==> src/rtl/fetch_stage_if.sv <==
// Instruction-memory request/response bus between the fetch stage (master)
// and the instruction memory (slave).
interface fetch_stage_if;
  logic        req;
  logic [31:0] addr;
  logic        ready;
  logic [31:0] rdata;

  modport master (
    output req,
    output addr,
    input  ready,
    input  rdata
  );

  modport slave (
    input  req,
    input  addr,
    output ready,
    output rdata
  );
endinterface

==> src/rtl/fetch_stage.sv <==
// Instruction-fetch stage: PC register, imem request handshake and the IF/ID register.
// A redirect that lands while a request is outstanding drains the stale response in DISCARD.
module fetch_stage #(
  parameter logic [31:0] RESET_PC  = 32'h0000_0000,
  parameter logic [31:0] NOP_INSTR = 32'h0000_0013
) (
  input  logic          clk,
  input  logic          reset,
  input  logic          stall_f,
  input  logic          stall_d,
  input  logic          flush_d,
  input  logic          pc_src_e,
  input  logic [31:0]   pc_target_e,
  fetch_stage_if.master imem,
  output logic [31:0]   instr_d,
  output logic [31:0]   pc_d,
  output logic [31:0]   pc_plus4_d,
  output logic          valid_d,
  output logic          fetch_busy
);

  typedef enum logic [1:0] {
    FETCH   = 2'd0,
    HOLD    = 2'd1,
    DISCARD = 2'd2
  } state_e;

  state_e      state_q, state_d;
  logic [31:0] pc_f_q, pc_f_d;
  logic [31:0] addr_q, addr_d;
  logic        req_q, req_d;
  logic [31:0] hold_q, hold_d;

  logic [31:0] if_instr_q, if_instr_d;
  logic [31:0] if_pc_q, if_pc_d;
  logic [31:0] if_pc_plus4_q, if_pc_plus4_d;
  logic        if_valid_q, if_valid_d;

  logic [31:0] pc_plus4_f;
  logic [31:0] redirect_pc;
  logic        accept;
  logic        unused_target_lsbs;

  assign pc_plus4_f         = pc_f_q + 32'd4;
  assign redirect_pc        = {pc_target_e[31:2], 2'b00};
  assign unused_target_lsbs = ^pc_target_e[1:0];

  // req_q is low only in HOLD and in the partial cycle straight after reset,
  // so a ready pulse without an outstanding request is ignored.
  assign accept = (state_q == FETCH) && req_q && imem.ready;

  always_comb begin
    state_d = state_q;
    pc_f_d  = pc_f_q;
    hold_d  = hold_q;

    case (state_q)
      FETCH: begin
        if (pc_src_e) begin
          state_d = (req_q && !imem.ready) ? DISCARD : FETCH;
        end else if (accept && (stall_d || stall_f)) begin
          state_d = HOLD;
          hold_d  = imem.rdata;
        end else if (accept) begin
          pc_f_d = pc_plus4_f;
        end
      end
      HOLD: begin
        if (pc_src_e) begin
          state_d = FETCH;
          hold_d  = '0;
        end else if (!stall_d && !stall_f) begin
          state_d = FETCH;
          pc_f_d  = pc_plus4_f;
        end
      end
      DISCARD: begin
        if (imem.ready) begin
          state_d = FETCH;
        end
      end
      default: begin
        state_d = FETCH;
      end
    endcase

    if (pc_src_e) begin
      pc_f_d = redirect_pc;
    end

    // The stale request keeps its address until memory answers it.
    req_d  = (state_d != HOLD);
    addr_d = (state_d == DISCARD) ? addr_q : pc_f_d;
  end

  always_comb begin
    if_instr_d    = if_instr_q;
    if_pc_d       = if_pc_q;
    if_pc_plus4_d = if_pc_plus4_q;
    if_valid_d    = if_valid_q;

    if (flush_d) begin
      if_instr_d = NOP_INSTR;
      if_valid_d = 1'b0;
    end else if (!stall_d) begin
      if_instr_d = NOP_INSTR;
      if_valid_d = 1'b0;
      if (!pc_src_e && !stall_f) begin
        if (accept) begin
          if_instr_d    = imem.rdata;
          if_pc_d       = pc_f_q;
          if_pc_plus4_d = pc_plus4_f;
          if_valid_d    = 1'b1;
        end else if (state_q == HOLD) begin
          if_instr_d    = hold_q;
          if_pc_d       = pc_f_q;
          if_pc_plus4_d = pc_plus4_f;
          if_valid_d    = 1'b1;
        end
      end
    end
  end

  always_ff @(posedge clk or posedge reset) begin
    if (reset) begin
      state_q       <= FETCH;
      pc_f_q        <= RESET_PC;
      addr_q        <= RESET_PC;
      req_q         <= 1'b0;
      hold_q        <= '0;
      if_instr_q    <= NOP_INSTR;
      if_pc_q       <= '0;
      if_pc_plus4_q <= '0;
      if_valid_q    <= 1'b0;
    end else begin
      state_q       <= state_d;
      pc_f_q        <= pc_f_d;
      addr_q        <= addr_d;
      req_q         <= req_d;
      hold_q        <= hold_d;
      if_instr_q    <= if_instr_d;
      if_pc_q       <= if_pc_d;
      if_pc_plus4_q <= if_pc_plus4_d;
      if_valid_q    <= if_valid_d;
    end
  end

  assign imem.req   = req_q;
  assign imem.addr  = addr_q;
  assign fetch_busy = req_q && !imem.ready;

  assign instr_d    = if_instr_q;
  assign pc_d       = if_pc_q;
  assign pc_plus4_d = if_pc_plus4_q;
  assign valid_d    = if_valid_q;

endmodule

==> src/flat_wrapper.sv <==
// flat-port wrapper written by rule: the top's interface ports become plain ports
module fetch_stage_flat 
#(
  parameter logic [31:0] RESET_PC  = 32'h0000_0000,
  parameter logic [31:0] NOP_INSTR = 32'h0000_0013
)
  (clk, reset, stall_f, stall_d, flush_d, pc_src_e, pc_target_e, instr_d, pc_d, pc_plus4_d, valid_d, fetch_busy, imem_req, imem_addr, imem_ready, imem_rdata);
  fetch_stage_if imem_i ();
  input  logic clk;
  input  logic reset;
  input  logic stall_f;
  input  logic stall_d;
  input  logic flush_d;
  input  logic pc_src_e;
  input  logic [31:0] pc_target_e;
  output logic [31:0] instr_d;
  output logic [31:0] pc_d;
  output logic [31:0] pc_plus4_d;
  output logic valid_d;
  output logic fetch_busy;
  output wire logic [$bits(imem_i.req)-1:0] imem_req;
  output wire logic [$bits(imem_i.addr)-1:0] imem_addr;
  input wire logic [$bits(imem_i.ready)-1:0] imem_ready;
  input wire logic [$bits(imem_i.rdata)-1:0] imem_rdata;
  assign imem_req = imem_i.req;
  assign imem_addr = imem_i.addr;
  assign imem_i.ready = imem_ready;
  assign imem_i.rdata = imem_rdata;
  fetch_stage #(.RESET_PC(RESET_PC), .NOP_INSTR(NOP_INSTR)) u_core (.clk(clk), .reset(reset), .stall_f(stall_f), .stall_d(stall_d), .flush_d(flush_d), .pc_src_e(pc_src_e), .pc_target_e(pc_target_e), .imem(imem_i), .instr_d(instr_d), .pc_d(pc_d), .pc_plus4_d(pc_plus4_d), .valid_d(valid_d), .fetch_busy(fetch_busy));
endmodule
==> config.mk <==
export PLATFORM = sky130hd
export DESIGN_NAME = fetch_stage_flat
export DESIGN_NICKNAME = d
export VERILOG_FILES = /design/src/rtl/fetch_stage_if.sv /design/src/rtl/fetch_stage.sv /design/src/flat_wrapper.sv
export SDC_FILE = /design/constraint.sdc
export NUM_CORES = 1
export LEC_CHECK = 0
export ABC_CLOCK_PERIOD_IN_PS = 5450
export BUFFER_PORTS_ARGS = -buffer_cell sky130_fd_sc_hd__buf_4
export CORE_MARGIN = 8
export CORE_UTILIZATION = 25
export CTS_CLUSTER_SIZE = 16
export DETAILED_ROUTE_END_ITERATION = 10
export PLACE_DENSITY_LB_ADDON = 0.2
export SYNTH_ARGS = -nofsm -noshare
export SYNTH_HDL_FRONTEND = slang
export SYNTH_SLANG_ARGS = --single-unit
==> constraint.sdc <==
create_clock -name clk -period 5.45 [get_ports clk]
set_input_delay 0.545 -clock clk [delete_from_list [all_inputs] [get_ports clk]]
set_output_delay 0.545 -clock clk [all_outputs]
set_load 0.02 [all_outputs]
-- After elaboration in Yosys (flattened, before gate mapping)
Index checks and enable logic that the tools add are counted.
- flip-flop bits (word level): 196
- input port bits: 71
- output and inout port bits: 131
- $add $sub $neg: 1
- equality and inequality tests: 8
- multiplexer cells: 30
- bitwise operators: 2
- reductions and logical operators: 16
- operator list (cell ; count):
    32-bit two-way mux ; 16
    32-bit case mux with 2 select lines ; 2
    32-bit by 3-bit adder with 32-bit output, second input constant ; 1
    2-bit two-way mux ; 6
    4-bit AND reduction ; 2
    1-bit logical AND ; 6
    2-bit != test, second input constant ; 3
    2-bit case mux with 3 select lines ; 1
    1-bit two-way mux ; 5
    2-bit == test, second input constant ; 2
    1-bit zero test ; 4
    2-bit by 1-bit != test with 1-bit output, second input constant ; 2
    2-bit nonzero test ; 2
    2-bit by 1-bit == test with 1-bit output, second input constant ; 1
    2-bit zero test ; 1
    1-bit NOT ; 2
    1-bit logical OR ; 1

-- Longest topological paths before layout
- depth after elaboration: 8
- mapped depth: 9
- gate-level depth less buffers: 6

-- Least setup slack after synthesis
Ideal clock, no wire load.
- kind: input to register
- from: in stall_f
- to: reg u_core.addr_q[30], in the netlist u_core.imem.addr[30]
- library setup time: 0.126 ns
- arrival time: 2.339 ns
- required time: 5.324 ns
- path slack: 2.985 ns
- stages on the path: 5
- cell sequence: or3_1 or4_1 or3b_1 xnor2_1 a221o_1
- longest elaborated chain between the ends: 6
- elaborated cells between the ends (all ways): 14
- those cells by class: eq/ne: 1; mux: 9; reduce/logical: 4
- ends and longest elaborated chain (item ; line ; text):
    from (decl) ; flat_wrapper.sv:11 ; input logic stall_f;
    1-bit zero test / 1-bit logical OR (equally long branches) ; fetch_stage.sv:72, fetch_stage.sv:61 ;
    1-bit logical AND (on tied branches) ; fetch_stage.sv:72, fetch_stage.sv:61 ;
    2-bit two-way mux (on tied branches) ; fetch_stage.sv:72, fetch_stage.sv:61 ;
    2-bit two-way mux (on tied branches) ; fetch_stage.sv:69, fetch_stage.sv:59 ;
    2-bit case mux with 3 select lines ; fetch_stage.sv:57 ; case (state_q)
    2-bit == test ; fetch_stage.sv:93 ; addr_d = (state_d == DISCARD) ? addr_q : pc_f_d;
    to (signal assigned) ; fetch_stage.sv:138 ; addr_q <= addr_d;
    to (decl) ; fetch_stage.sv:30 ; logic [31:0] addr_q, addr_d;
Several ways; a longest one is shown, not always the timed one.
A chain may end at the register's enable or synchronous reset.

-- Worst setup path after layout
- from: in pc_src_e
- to: reg u_core.addr_q[14], in the netlist u_core.imem.addr[14]
- longest elaborated chain between the ends: 3
- elaborated cells between the ends (all ways): 5
- those cells by class: eq/ne: 1; mux: 4
- ends and longest elaborated chain (item ; line ; text):
    from (decl) ; flat_wrapper.sv:14 ; input logic pc_src_e;
    2-bit two-way mux (on tied branches) ; fetch_stage.sv:69, fetch_stage.sv:59 ;
    2-bit case mux with 3 select lines ; fetch_stage.sv:57 ;
    2-bit == test ; fetch_stage.sv:93 ;
Several ways; a longest one is shown, not always the timed one.

==> impl_results.rst <==
.. list-table::
   :header-rows: 1

   * - Metric
     - Value
   * - Number of port buffers
     - 199
   * - Clock skew
     - 0.01812 ns
   * - Vias in the first global route
     - 7,094
   * - Number of placed I/O pins
     - 202
   * - Initial Util
     - 25.20%
   * - Area occupied by registers
     - 0.004858 mm^2
   * - Gr usage total
     - 14.25%
   * - Worst ir drop on vdd
     - 0.2210 mV
   * - Total power density per cell area
     - 376.9 mW/mm^2
   * - Most common cell after layout, fill and taps aside
     - sky130_fd_sc_hd__buf_4
   * - Sequential area share after synthesis
     - 56.08%
   * - Worst Setup Path Type
     - input pin to flop
   * - Die span in y
     - 202.2 um
   * - Syn Inst Count
     - 856
   * - Wire length on met1
     - 14,310 um
   * - Quantity of gates resized following cts
     - 0
   * - Total via count in the routed design
     - 6,963
   * - Clock tree from TritonCTS
     - done
   * - Drt via density
     - 4.670
   * - Die outline width
     - 202.2 um
   * - Cell Rows
     - 68
   * - First-pass GRT wire length
     - 45,370 um
   * - Number of antenna cells inserted
     - 0
   * - Yosys Warn Count
     - 0
   * - FILL cells
     - 3,661
   * - Count of non-filler cells in the finished layout
     - 1,491
   * - Utilization of the core after routing
     - 32.63%
   * - Total CTS buffers
     - 17
   * - Number of detailed-route iterations in the first pass
     - 7
   * - Slew Limit Fails
     - 0
   * - Wire length on met2
     - 13,230 um
   * - Result of the run
     - finished, final reports clean
   * - Post-route cell area
     - 0.01122 mm^2
   * - Crit end category
     - flop
   * - Setup repair after global routing missed its margin
     - false
   * - DR top layer
     - met4
   * - Ys flop type
     - sky130_fd_sc_hd__dfrtp_1
   * - Worst slew margin
     - 40.65%
   * - Overall power after layout
     - 4.227 mW
   * - Nets in the synthesized netlist
     - 928
   * - DP Area
     - 0.01061 mm^2
   * - Drc violations
     - 0
   * - # setup viols final
     - 0
   * - EDFF count, synth
     - 0
   * - Async set or reset register ratio after synthesis
     - 100.0%
   * - Initial DRC count
     - 310
   * - Count of buffers added by post-CTS timing repair for setup
     - 0
   * - Count of maximum capacitance violations
     - 0
   * - Skew-Pair Late Insertion Delay
     - 0.44 ns
   * - Max Fclk
     - 354.2 MHz
   * - Distinct cells, synth
     - 44
   * - Total die area
     - 0.04087 mm^2
   * - Initial antenna violation count
     - 0
   * - Worst path arrival time
     - 3.14 ns
   * - Proportion of layout cells with a drive suffix above 1
     - 27.51%
   * - Instance count after placement with tap cells included
     - 1,459
   * - Clock transition time at the flip-flop clock pins of the worst setup and hold paths
     - 0.08 ns
   * - Post-DRT Antenna Nets
     - 0
   * - Final weighted congestion of routability-driven global placement
     - 0.7507
   * - HP Class
     - input pin to asynchronous set/reset pin
   * - Post-detailed-routing wire length
     - 29,390 um
   * - Footprint of the multi-input gates
     - 0.003542 mm^2
   * - Final period utilization
     - 51.80%
   * - Synthesis-to-finish area growth
     - 29.46%
   * - Top fanout value on the critical path
     - 47
   * - Worst-Margin Slew
     - 0.8893 ns
   * - Number of H-tree levels
     - 4
   * - Final TNS setup
     - 0 ns
   * - Cell Area, Synth
     - 0.008663 mm^2
   * - Largest buffer count on any clock path
     - 2
   * - CTS Hold Bufs
     - 0
   * - Number of clock sinks seen by CTS
     - 194
   * - Wirelength per Cell
     - 19.71 um
   * - Met3 wire length
     - 1536 um
   * - Final Hold Violating Endpoints
     - 0
   * - Average cell area after synthesis
     - 10.12 um^2
   * - Leading cell types in the layout, fill and taps excluded
     - sky130_fd_sc_hd__buf_4 (214), sky130_fd_sc_hd__dfrtp_1 (191), sky130_fd_sc_hd__nand2_1 (187), sky130_fd_sc_hd__o21ai_0 (78), sky130_fd_sc_hd__a32o_1 (32)
   * - Total overflow reported by the global router
     - 0
   * - Final Net Count
     - 1,095
   * - Required time reported for the critical path endpoint
     - 5.77 ns
   * - Core outline area
     - 0.03437 mm^2
   * - Placed wire-length estimate after detailed placement
     - 20,500 um
   * - Clock root buffer
     - sky130_fd_sc_hd__clkbuf_16
   * - Fin crit period
     - 2.823 ns
   * - Flop and latch count out of synthesis
     - 194
   * - Maximum number of pins on one net before global-route repair
     - 66
   * - Critical path launch point type
     - input pin
   * - Static leakage
     - 5.100 nW
==> worst paths after layout <==
check | start | endpoint | slack (ns) | cells past startpoint
max | pc_src_e | u_core.imem.addr[14] | 2.63 | 8
min | reset | u_core.hold_q[23] | 0.25 | 2
max reg2reg | u_core.pc_f_q[2] | u_core.pc_f_q[28] | 2.65 | 6
min reg2reg | u_core.pc_f_q[0] | u_core.pc_d[0] | 0.46 | 2
max in group asynchronous | reset | u_core.imem.addr[1] | 3.94 | 3
min in group clk | pc_target_e[21] | u_core.pc_f_q[21] | 0.33 | 3
==> sequential cells by signal, summed over array words and instances (netlist names) <==
name	count
u_core.hold_q	32
u_core.imem.addr	32
u_core.instr_d	32
u_core.pc_d	32
u_core.pc_f_q	32
u_core.pc_plus4_d	30
u_core.state_q	2
u_core.imem.req	1
u_core.valid_d	1
==> cells in the mapped netlist, types with 12 or more instances <==
library cell | count | share of area [%]
sky130_fd_sc_hd__nand2_1 | 187 | 8.1
sky130_fd_sc_hd__mux2_2 | 22 | 2.9
sky130_fd_sc_hd__clkbuf_1 | 58 | 2.5
sky130_fd_sc_hd__a22oi_1 | 16 | 1.4
sky130_fd_sc_hd__o21ai_0 | 78 | 4.5
sky130_fd_sc_hd__xnor2_1 | 30 | 3.0
sky130_fd_sc_hd__nor3_1 | 17 | 0.98
sky130_fd_sc_hd__nand3_1 | 22 | 1.3
sky130_fd_sc_hd__and3_1 | 19 | 1.4
sky130_fd_sc_hd__nor2_1 | 31 | 1.3
sky130_fd_sc_hd__a221o_1 | 12 | 1.4
sky130_fd_sc_hd__a21oi_1 | 19 | 1.1
sky130_fd_sc_hd__mux2i_1 | 19 | 2.2
sky130_fd_sc_hd__xor2_1 | 21 | 2.1
sky130_fd_sc_hd__dfrtp_1 | 191 | 55
sky130_fd_sc_hd__a32o_1 | 32 | 3.7
==> per-layer routing <==
metal | GRT usage [%] | up-vias
met5 | 0 | -
met4 | 3.212 | 0
met3 | 3.586 | 17
met2 | 21.65 | 191
met1 | 20.12 | 3429
li1 | - | 3326
==> power by group <==
| part | switching (mW) | internal (mW) |
|---|---|---|
| clock network | 0.615 | 0.705 |
| logic | 0.581 | 0.438 |
| registers | 0.195 | 1.69 |
==> cell type report <==
class                      instances  area share, %
clock inverter                    14          1.484
sequential                       194          43.32
multi-input combinational        588          31.58
inverter                           8         0.3012
timing repair buffer             214          14.32
clock buffer                      18          3.916
tap                              455          5.076
==> logic make-up (layout without fill, tap and decap cells) <==
kind of cell	after synthesis	after routing	share of synthesized area (%)
compound gates	165	165	12.75
xor+xnor	51	51	5.156
fa+ha+maj	1	1	0.1444
buf+inv	74	254	3.365
flops	194	194	56.08
mux	41	41	5.055
simple gates	330	330	17.45
==> worst max-delay path: stages <==
cell and delay (ns):
sky130_fd_sc_hd__buf_4 0.42, sky130_fd_sc_hd__a21oi_1 0.12, sky130_fd_sc_hd__or3_1 0.32, sky130_fd_sc_hd__buf_4 0.28, sky130_fd_sc_hd__inv_1 0.72, sky130_fd_sc_hd__nor2_1 0.12, sky130_fd_sc_hd__buf_4 0.26, sky130_fd_sc_hd__a221o_1 0.32
==> per-stage QoR <==
step	hold WS, ns	worst slack (ns)
final	0.2519	2.627
after global routing	0.3029	2.442
after CTS	0.2680	2.595
after detailed placement	0.4567	2.126
after global placement	0.4595	2.142
after floorplan	0.4309	2.403
Note: power is estimated with default switching activity, not from simulation.
